$ cat config.mk
export PLATFORM = sky130hd
export DESIGN_NAME = ps2_keyboard_rx_flat
export DESIGN_NICKNAME = d
export VERILOG_FILES = /design/src/rtl/ps2_pkg.sv /design/src/rtl/ps2_keyboard_rx_if.sv /design/src/rtl/ps2_keyboard_rx_sync_fifo.sv /design/src/rtl/ps2_keyboard_rx.sv /design/src/flat_wrapper.sv
export SDC_FILE = /design/constraint.sdc
export NUM_CORES = 1
export LEC_CHECK = 0
export BUFFER_PORTS_ARGS = -buffer_cell sky130_fd_sc_hd__buf_2
export CAP_MARGIN = 20
export CORE_ASPECT_RATIO = 1.1
export CORE_MARGIN = 2
export CORE_UTILIZATION = 45
export CTS_CLUSTER_SIZE = 40
export DETAILED_ROUTE_END_ITERATION = 12
export PLACE_DENSITY = 0.66
export SYNTH_ARGS = -nofsm -noshare
export SYNTH_HDL_FRONTEND = slang
export SYNTH_SLANG_ARGS = --single-unit
$ cat constraint.sdc
create_clock -name clk -period 3.96 [get_ports clk]
set_input_delay 0.792 -clock clk [delete_from_list [all_inputs] [get_ports clk]]
set_output_delay 0.792 -clock clk [all_outputs]
set_load 0.1 [all_outputs]
$ cat src/rtl/ps2_pkg.sv
// Shared constants and types for the PS/2 keyboard receiver: register map,
// STATUS bit positions and the frame FSM state encoding.
package ps2_pkg;

  localparam logic [2:0] ADDR_DATA   = 3'd0;
  localparam logic [2:0] ADDR_STATUS = 3'd1;
  localparam logic [2:0] ADDR_CTRL   = 3'd2;

  localparam int ST_NONEMPTY  = 0;
  localparam int ST_OVF       = 1;
  localparam int ST_PAR_ERR   = 2;
  localparam int ST_FRM_ERR   = 3;
  localparam int ST_COUNT_LSB = 8;

  localparam logic [31:0] EMPTY_MARKER = 32'h0000_0100;

  typedef enum logic [1:0] {IDLE, DATA, PARITY, STOP} frame_state_t;

endpackage

$ cat src/rtl/ps2_keyboard_rx_if.sv
// CPU-side register bus of the keyboard receiver: strobed reads/writes,
// registered read data and a level interrupt back to the CPU.
interface ps2_keyboard_rx_if;
  logic [2:0]  addr;
  logic [31:0] data_in;
  logic        write_enable;
  logic        read_enable;
  logic [31:0] data_out;
  logic        irq;

  modport master (output addr, data_in, write_enable, read_enable, input data_out, irq);
  modport slave  (input addr, data_in, write_enable, read_enable, output data_out, irq);
endinterface

$ cat src/rtl/ps2_keyboard_rx_sync_fifo.sv
// Circular-buffer FIFO with a combinational head; a push into a full FIFO is
// accepted only when a pop happens in the same cycle, otherwise it is dropped.
module sync_fifo #(
  parameter  int WIDTH = 8,
  parameter  int DEPTH = 8,
  localparam int AW    = (DEPTH > 1) ? $clog2(DEPTH) : 1,
  localparam int CW    = $clog2(DEPTH + 1)
) (
  input  logic             clk,
  input  logic             rst_n,
  input  logic             push,
  input  logic [WIDTH-1:0] push_dat,
  input  logic             pop,
  output logic [WIDTH-1:0] pop_dat,
  output logic             full,
  output logic             empty,
  output logic [CW-1:0]    count
);

  logic [WIDTH-1:0] mem [DEPTH];
  logic [AW-1:0]    rd_ptr;
  logic [AW-1:0]    wr_ptr;
  logic             do_push;
  logic             do_pop;

  assign full    = (count == CW'(DEPTH));
  assign empty   = (count == '0);
  assign do_pop  = pop & ~empty;
  assign do_push = push & (~full | do_pop);
  assign pop_dat = mem[rd_ptr];

  always_ff @(posedge clk) begin
    if (do_push) mem[wr_ptr] <= push_dat;
  end

  always_ff @(posedge clk) begin
    if (!rst_n) begin
      rd_ptr <= '0;
      wr_ptr <= '0;
      count  <= '0;
    end else begin
      if (do_push) wr_ptr <= wr_ptr + AW'(1);
      if (do_pop)  rd_ptr <= rd_ptr + AW'(1);
      case ({do_push, do_pop})
        2'b10:   count <= count + CW'(1);
        2'b01:   count <= count - CW'(1);
        default: count <= count;
      endcase
    end
  end

endmodule

$ cat src/rtl/ps2_keyboard_rx.sv
// PS/2 keyboard receiver: synchronises the PS/2 lines, deframes 11-bit frames
// into scan codes, queues them and exposes DATA/STATUS/CTRL registers plus irq.
module ps2_keyboard_rx
  import ps2_pkg::*;
#(
  parameter int FIFO_DEPTH     = 8,
  parameter int TIMEOUT_CYCLES = 50000,
  parameter int SYNC_STAGES    = 2
) (
  input  logic               clk,
  input  logic               rst_n,
  input  logic               ps2_clk,
  input  logic               ps2_data,
  ps2_keyboard_rx_if.slave   bus
);

  localparam int TW = $clog2(TIMEOUT_CYCLES + 1);
  localparam int CW = $clog2(FIFO_DEPTH + 1);

  logic [SYNC_STAGES-1:0] clk_sync, data_sync;
  logic clk_prev, fall, din;

  // Lines idle high, so reset the synchronisers to 1 to avoid a false edge.
  always_ff @(posedge clk) begin
    if (!rst_n) begin
      clk_sync  <= '1;
      data_sync <= '1;
      clk_prev  <= 1'b1;
    end else begin
      clk_sync  <= (clk_sync << 1) | SYNC_STAGES'(ps2_clk);
      data_sync <= (data_sync << 1) | SYNC_STAGES'(ps2_data);
      clk_prev  <= clk_sync[SYNC_STAGES-1];
    end
  end

  assign fall = clk_prev & ~clk_sync[SYNC_STAGES-1];
  assign din  = data_sync[SYNC_STAGES-1];

  frame_state_t   state_q, state_d;
  logic [2:0]     bit_cnt_q, bit_cnt_d;
  logic [7:0]     shift_q, shift_d;
  logic           par_q, par_d;
  logic [TW-1:0]  tmo_q, tmo_d;
  logic           frm_push, set_par, set_frm;

  always_ff @(posedge clk) begin
    if (!rst_n) begin
      state_q   <= IDLE;
      bit_cnt_q <= '0;
      shift_q   <= '0;
      par_q     <= 1'b0;
      tmo_q     <= '0;
    end else begin
      state_q   <= state_d;
      bit_cnt_q <= bit_cnt_d;
      shift_q   <= shift_d;
      par_q     <= par_d;
      tmo_q     <= tmo_d;
    end
  end

  always_comb begin
    state_d   = state_q;
    bit_cnt_d = bit_cnt_q;
    shift_d   = shift_q;
    par_d     = par_q;
    tmo_d     = (state_q == IDLE) ? '0 : tmo_q + 1'b1;
    frm_push  = 1'b0;
    set_par   = 1'b0;
    set_frm   = 1'b0;
    if (fall) begin
      tmo_d = '0;
      case (state_q)
        IDLE: if (!din) begin
          state_d   = DATA;
          bit_cnt_d = '0;
        end
        DATA: begin
          shift_d   = {din, shift_q[7:1]};
          bit_cnt_d = bit_cnt_q + 3'd1;
          if (bit_cnt_q == 3'd7) state_d = PARITY;
        end
        PARITY: begin
          par_d   = din;
          state_d = STOP;
        end
        STOP: begin
          state_d = IDLE;
          if (!din)                  set_frm  = 1'b1;
          else if (^{shift_q, par_q}) frm_push = 1'b1;
          else                       set_par  = 1'b1;
        end
        default: state_d = IDLE;
      endcase
    end else if (state_q != IDLE && tmo_q == TW'(TIMEOUT_CYCLES - 1)) begin
      state_d = IDLE;
      tmo_d   = '0;
    end
  end

  logic [7:0]    head;
  logic          full, empty, rd_pop;
  logic [CW-1:0] count;

  assign rd_pop = bus.read_enable && (bus.addr == ADDR_DATA) && !empty;

  sync_fifo #(.WIDTH(8), .DEPTH(FIFO_DEPTH)) u_fifo (
    .clk      (clk),
    .rst_n    (rst_n),
    .push     (frm_push),
    .push_dat (shift_q),
    .pop      (rd_pop),
    .pop_dat  (head),
    .full     (full),
    .empty    (empty),
    .count    (count)
  );

  logic        ovf, par_err, frm_err, irq_en, set_ovf;
  logic [2:0]  clr;
  logic [31:0] rd_data;
  logic        unused_data_in;

  assign unused_data_in = ^bus.data_in[31:4];
  assign set_ovf = frm_push & full & ~rd_pop;
  assign clr = (bus.write_enable && bus.addr == ADDR_STATUS) ? bus.data_in[3:1] : 3'b000;

  always_comb begin
    rd_data = '0;
    case (bus.addr)
      ADDR_DATA:   rd_data = empty ? EMPTY_MARKER : {24'b0, head};
      ADDR_STATUS: begin
        rd_data[ST_NONEMPTY]          = ~empty;
        rd_data[ST_OVF]               = ovf;
        rd_data[ST_PAR_ERR]           = par_err;
        rd_data[ST_FRM_ERR]           = frm_err;
        rd_data[ST_COUNT_LSB +: 8]    = 8'(count);
      end
      ADDR_CTRL:   rd_data[0] = irq_en;
      default:     rd_data = '0;
    endcase
  end

  // A flag set event in the same cycle as its W1C clear wins.
  always_ff @(posedge clk) begin
    if (!rst_n) begin
      bus.data_out <= '0;
      bus.irq      <= 1'b0;
      ovf          <= 1'b0;
      par_err      <= 1'b0;
      frm_err      <= 1'b0;
      irq_en       <= 1'b0;
    end else begin
      frm_err <= set_frm | (frm_err & ~clr[2]);
      par_err <= set_par | (par_err & ~clr[1]);
      ovf     <= set_ovf | (ovf & ~clr[0]);
      if (bus.write_enable && bus.addr == ADDR_CTRL) irq_en <= bus.data_in[0];
      bus.irq <= irq_en & (~empty | ovf);
      if (bus.read_enable) bus.data_out <= rd_data;
    end
  end

endmodule

$ cat src/flat_wrapper.sv
// flat-port wrapper written by rule: the top's interface ports become plain ports
module ps2_keyboard_rx_flat import ps2_pkg::*;
#(
  parameter int FIFO_DEPTH     = 8,
  parameter int TIMEOUT_CYCLES = 50000,
  parameter int SYNC_STAGES    = 2
)
  (clk, rst_n, ps2_clk, ps2_data, bus_addr, bus_data_in, bus_write_enable, bus_read_enable, bus_data_out, bus_irq);
  ps2_keyboard_rx_if bus_i ();
  input  logic clk;
  input  logic rst_n;
  input  logic ps2_clk;
  input  logic ps2_data;
  input wire logic [$bits(bus_i.addr)-1:0] bus_addr;
  input wire logic [$bits(bus_i.data_in)-1:0] bus_data_in;
  input wire logic [$bits(bus_i.write_enable)-1:0] bus_write_enable;
  input wire logic [$bits(bus_i.read_enable)-1:0] bus_read_enable;
  output wire logic [$bits(bus_i.data_out)-1:0] bus_data_out;
  output wire logic [$bits(bus_i.irq)-1:0] bus_irq;
  assign bus_i.addr = bus_addr;
  assign bus_i.data_in = bus_data_in;
  assign bus_i.write_enable = bus_write_enable;
  assign bus_i.read_enable = bus_read_enable;
  assign bus_data_out = bus_i.data_out;
  assign bus_irq = bus_i.irq;
  ps2_keyboard_rx #(.FIFO_DEPTH(FIFO_DEPTH), .TIMEOUT_CYCLES(TIMEOUT_CYCLES), .SYNC_STAGES(SYNC_STAGES)) u_core (.clk(clk), .rst_n(rst_n), .ps2_clk(ps2_clk), .ps2_data(ps2_data), .bus(bus_i));
endmodule
==> Implementation_results.wiki <==
{| class="wikitable"
! Metric !! Value
|-
| Timing-limited maximum frequency || 0.320 GHz
|-
| Worst slew slack as a fraction of its limit || 0.368
|-
| Area fraction of the dominant cell type after synthesis || 0.344
|-
| Cell types with the highest counts after synthesis || sky130_fd_sc_hd__dfxtp_1 (65), sky130_fd_sc_hd__edfxtp_1 (64), sky130_fd_sc_hd__nand2_1 (39)
|-
| Global-route wire length before repair || 17.0 mm
|-
| WP data arrival || 3.24 ns
|-
| Netlist Area Pre-Place || 0.00558 mm²
|-
| Total wire length || 10.5 mm
|-
| Number of top-level design ports || 74
|-
| Width of the chip || 110 µm
|-
| Highest cell delay on the worst timing path || 0.57 ns
|-
| Crit path max-delay family || simple AND/OR/NAND/NOR gates
|-
| DR vias || 3,450
|-
| Number of fillers in the final layout || 1,032
|-
| Number of antenna-violating nets in the routed design || 0
|-
| Crit. path cell count || 7
|-
| R2R cell count || 7
|-
| Area grow syn2layout || 16.5%
|-
| Number of distinct library cell variants in the gate-level netlist after synthesis || 54
|-
| Clock insertion delay at the later pin of the skew report || 0.41 ns
|-
| Number of synthesized flops with an enable pin || 64
|-
| Asr flop ratio synth || 0
|-
| Area contributors post-synth || sky130_fd_sc_hd__edfxtp_1 (34%), sky130_fd_sc_hd__dfxtp_1 (23%), sky130_fd_sc_hd__mux4_2 (6.1%), sky130_fd_sc_hd__mux2i_1 (2.9%), sky130_fd_sc_hd__buf_4 (2.7%)
|-
| Area of combinational cells with multiple inputs || 0.00214 mm²
|-
| RSZ-0062 raised after global routing || no
|-
| CP Max Fanout || 11
|-
| Overall die area || 0.0133 mm²
|-
| Rows || 42
|-
| Met2 Use GR || 0.290
|-
| Max-capacitance violation count || 0
|-
| Leakage || 2.31 nW
|-
| Fraction of final layout cells with drive strength greater than 1 || 0.189
|-
| Area used by sequential logic in the layout || 0.00322 mm²
|-
| Most instantiated library cell after synthesis || sky130_fd_sc_hd__dfxtp_1
|-
| H-Tree Depth || 4
|-
| Area of all placed cells without fillers || 0.00650 mm²
|-
| Antenna violations before repair || 0
|-
| Global route overflow || 0
|-
| Cell taking the most area after synthesis || sky130_fd_sc_hd__edfxtp_1
|-
| Final GP Congestion || 0.786
|-
| Most congested layer reported by global routing || met2
|-
| Maximum number of buffers from clock root to sink || 2
|-
| Per-cell routed wire length || 15.8 µm
|-
| Number of standard cells after synthesis || 461
|-
| Most frequently used flop master after synthesis || sky130_fd_sc_hd__dfxtp_1
|-
| Area of the placeable core || 0.0121 mm²
|-
| Y dimension of the die || 121 µm
|-
| Result of the run || complete, no violations
|-
| TritonCTS sink count || 129
|-
| TritonCTS Buffers || 17
|-
| Final critical delay including setup and external delays || 3.13 ns
|-
| Crit share post-route || 0.789
|-
| Final HPWL DP || 6.87 mm
|-
| Sum of negative setup slack || 0 ns
|-
| Initial Utilization || 0.462
|-
| First-pass iteration count of the detailed router || 5
|-
| Share of the yosys chip area belonging to registers || 0.578
|-
| Startpoint-to-endpoint class of the critical path || reg2reg
|-
| Worst setup skew after layout || 0.0116 ns
|-
| Warning count from the yosys run || 0
|-
| Count of buffer and inverter cells on the critical path || 1
|-
| Worst-path cell with the longest stage delay || sky130_fd_sc_hd__dfxtp_1
|-
| GR Layer Usage met1 || 0.208
|-
| Total routing resource utilization after global routing || 0.172
|-
| Maximum vdd ir drop || 0.000427 V
|-
| Net count, final || 552
|-
| Clock slew seen by the registers of the worst setup and hold paths || 0.06 ns
|-
| Worst endpoint required time || 4.08 ns
|-
| # DRC || 0
|-
| Final setup violation count || 0
|-
| Min-Delay Path Depth || 1
|-
| Met3 GRT Util || 0.0458
|-
| Maximum number of pins on one net before global-route repair || 52
|-
| PD cells || 494 mW/mm²
|-
| Worst hold path type || reg2reg
|-
| Post CTS Setup Buffer Count || 0
|-
| Hold violation count in the final report || 0
|-
| Final antenna diode count || 0
|-
| CTS Hold Buffers Added || 0
|-
| Max Transition Viols Final || 0
|-
| Number of global-route vias before repair || 3,421
|-
| Mean post-synth cell area || 12.1 µm²
|-
| Element type at the critical path end || register
|-
| Seq cells post-synth || 129
|-
| Drt initial violations || 237
|-
| Clock Tree Root || sky130_fd_sc_hd__clkbuf_16
|-
| Vias per Instance || 5.18
|-
| Placed cell areas || 0.00584 mm²
|-
| Type of origin of the critical path || register
|-
| Number of cells upsized or downsized after cts || 0
|-
| PortBufs || 25
|-
| Post-Route Hold Slack || 0.415 ns
|-
| Worst path cell trace || xor3_1 > or4_4 > mux2i_4 > and2_4 > nand2_1 > nor2_1 > buf_4
|-
| TritonCTS clock tree || yes
|-
| Slew at the pin closest to its max-slew limit || 0.947 ns
|}
[through the flow]
step | worst slack [ns] | cells | util | total power, mW
2_1_floorplan | 1.01 | 480 | - | 1.56
3_3_place_gp | 0.926 | 633 | 0.483 | 1.56
3_5_place_dp | 0.882 | 633 | 0.483 | 1.56
4_1_cts | 0.848 | 665 | 0.536 | 3.24
5_1_grt | 0.693 | 666 | 0.538 | 3.31
6_report | 0.835 | 666 | 0.538 | 3.21
[per-layer routing]
metal,share of wire,wire length (µm),vias to the layer above
li1,-,-,1668
met1,0.44,4580,1712
met2,0.52,5510,62
met3,0.032,337,8
met4,0.0089,94,0
met5,0,0,-
[flip-flops by register name (all words and copies together), names as in the netlist, 3 cells and up, named ones only]
| name | flops |
|---|---|
| u_core.bit_cnt_q | 3 |
| u_core.bus.data_out | 12 |
| u_core.shift_q | 8 |
| u_core.tmo_q | 16 |
| u_core.u_fifo.count | 4 |
| u_core.u_fifo.mem | 64 |
| u_core.u_fifo.rd_ptr | 3 |
| u_core.u_fifo.wr_ptr | 3 |
[worst register-to-register path, delay by kind of cell (launching register included)]
kind / cells / cell delay [ns]
xor gates and xnor gates: 1 / 0.55
buffers and inverters: 1 / 0.24
DFF: 1 / 0.57
and+or+nand+nor: 4 / 1.24
muxes: 1 / 0.25
[cells by family (layout without fill, tap and decap cells)]
group / Yosys count / count (layout) / share of synthesized area
xor gates and xnor gates: 24 / 24 / 0.0428
other: 1 / 20 / 0.000672
adders and majority gates: 12 / 12 / 0.0283
buffers and inverters: 57 / 89 / 0.0525
muxes: 34 / 34 / 0.0973
and+or+nand+nor: 151 / 151 / 0.137
DFF: 129 / 129 / 0.578
AOI/OAI and AO/OA: 53 / 53 / 0.0641
[layout make-up]
class	count	share of cell area
Multi-Input combinational cell	294	0.329
Timing Repair Buffer	39	0.0366
Tap cell	154	0.0296
Clock buffer	17	0.0655
Inverter	18	0.0104
Clock inverter	15	0.0333
Sequential cell	129	0.496
[where the power goes]
part | switching, mW | internal (mW)
Clock | 0.564 | 1.11
Sequential | 0.00275 | 1.39
Combinational | 0.120 | 0.0168
[path summary, 6_finish.rpt]
path	startpoint	end	slack (ns)
worst max-delay path	u_core.shift_q[7]	u_core.u_fifo.mem[6][0]	0.83
worst min-delay path	u_core.data_sync[0]	u_core.data_sync[1]	0.42
worst max register to register	u_core.shift_q[7]	u_core.u_fifo.mem[6][0]	0.83
worst min register to register	u_core.data_sync[0]	u_core.data_sync[1]	0.42
[placed cells by master, fill, tap and decap left out, types with 14 or more instances in the layout]
cell and count:
sky130_fd_sc_hd__a21boi_0 17, sky130_fd_sc_hd__buf_2 25, sky130_fd_sc_hd__clkbuf_16 17, sky130_fd_sc_hd__conb_1 20, sky130_fd_sc_hd__dfxtp_1 65, sky130_fd_sc_hd__edfxtp_1 64, sky130_fd_sc_hd__inv_1 18, sky130_fd_sc_hd__mux2i_1 16
sky130_fd_sc_hd__mux4_2 15, sky130_fd_sc_hd__nand2_1 39, sky130_fd_sc_hd__nand2b_1 14, sky130_fd_sc_hd__nand3_1 24, sky130_fd_sc_hd__nor2_1 29, sky130_fd_sc_hd__xnor2_1 14
(Power assumes the default switching activity.)
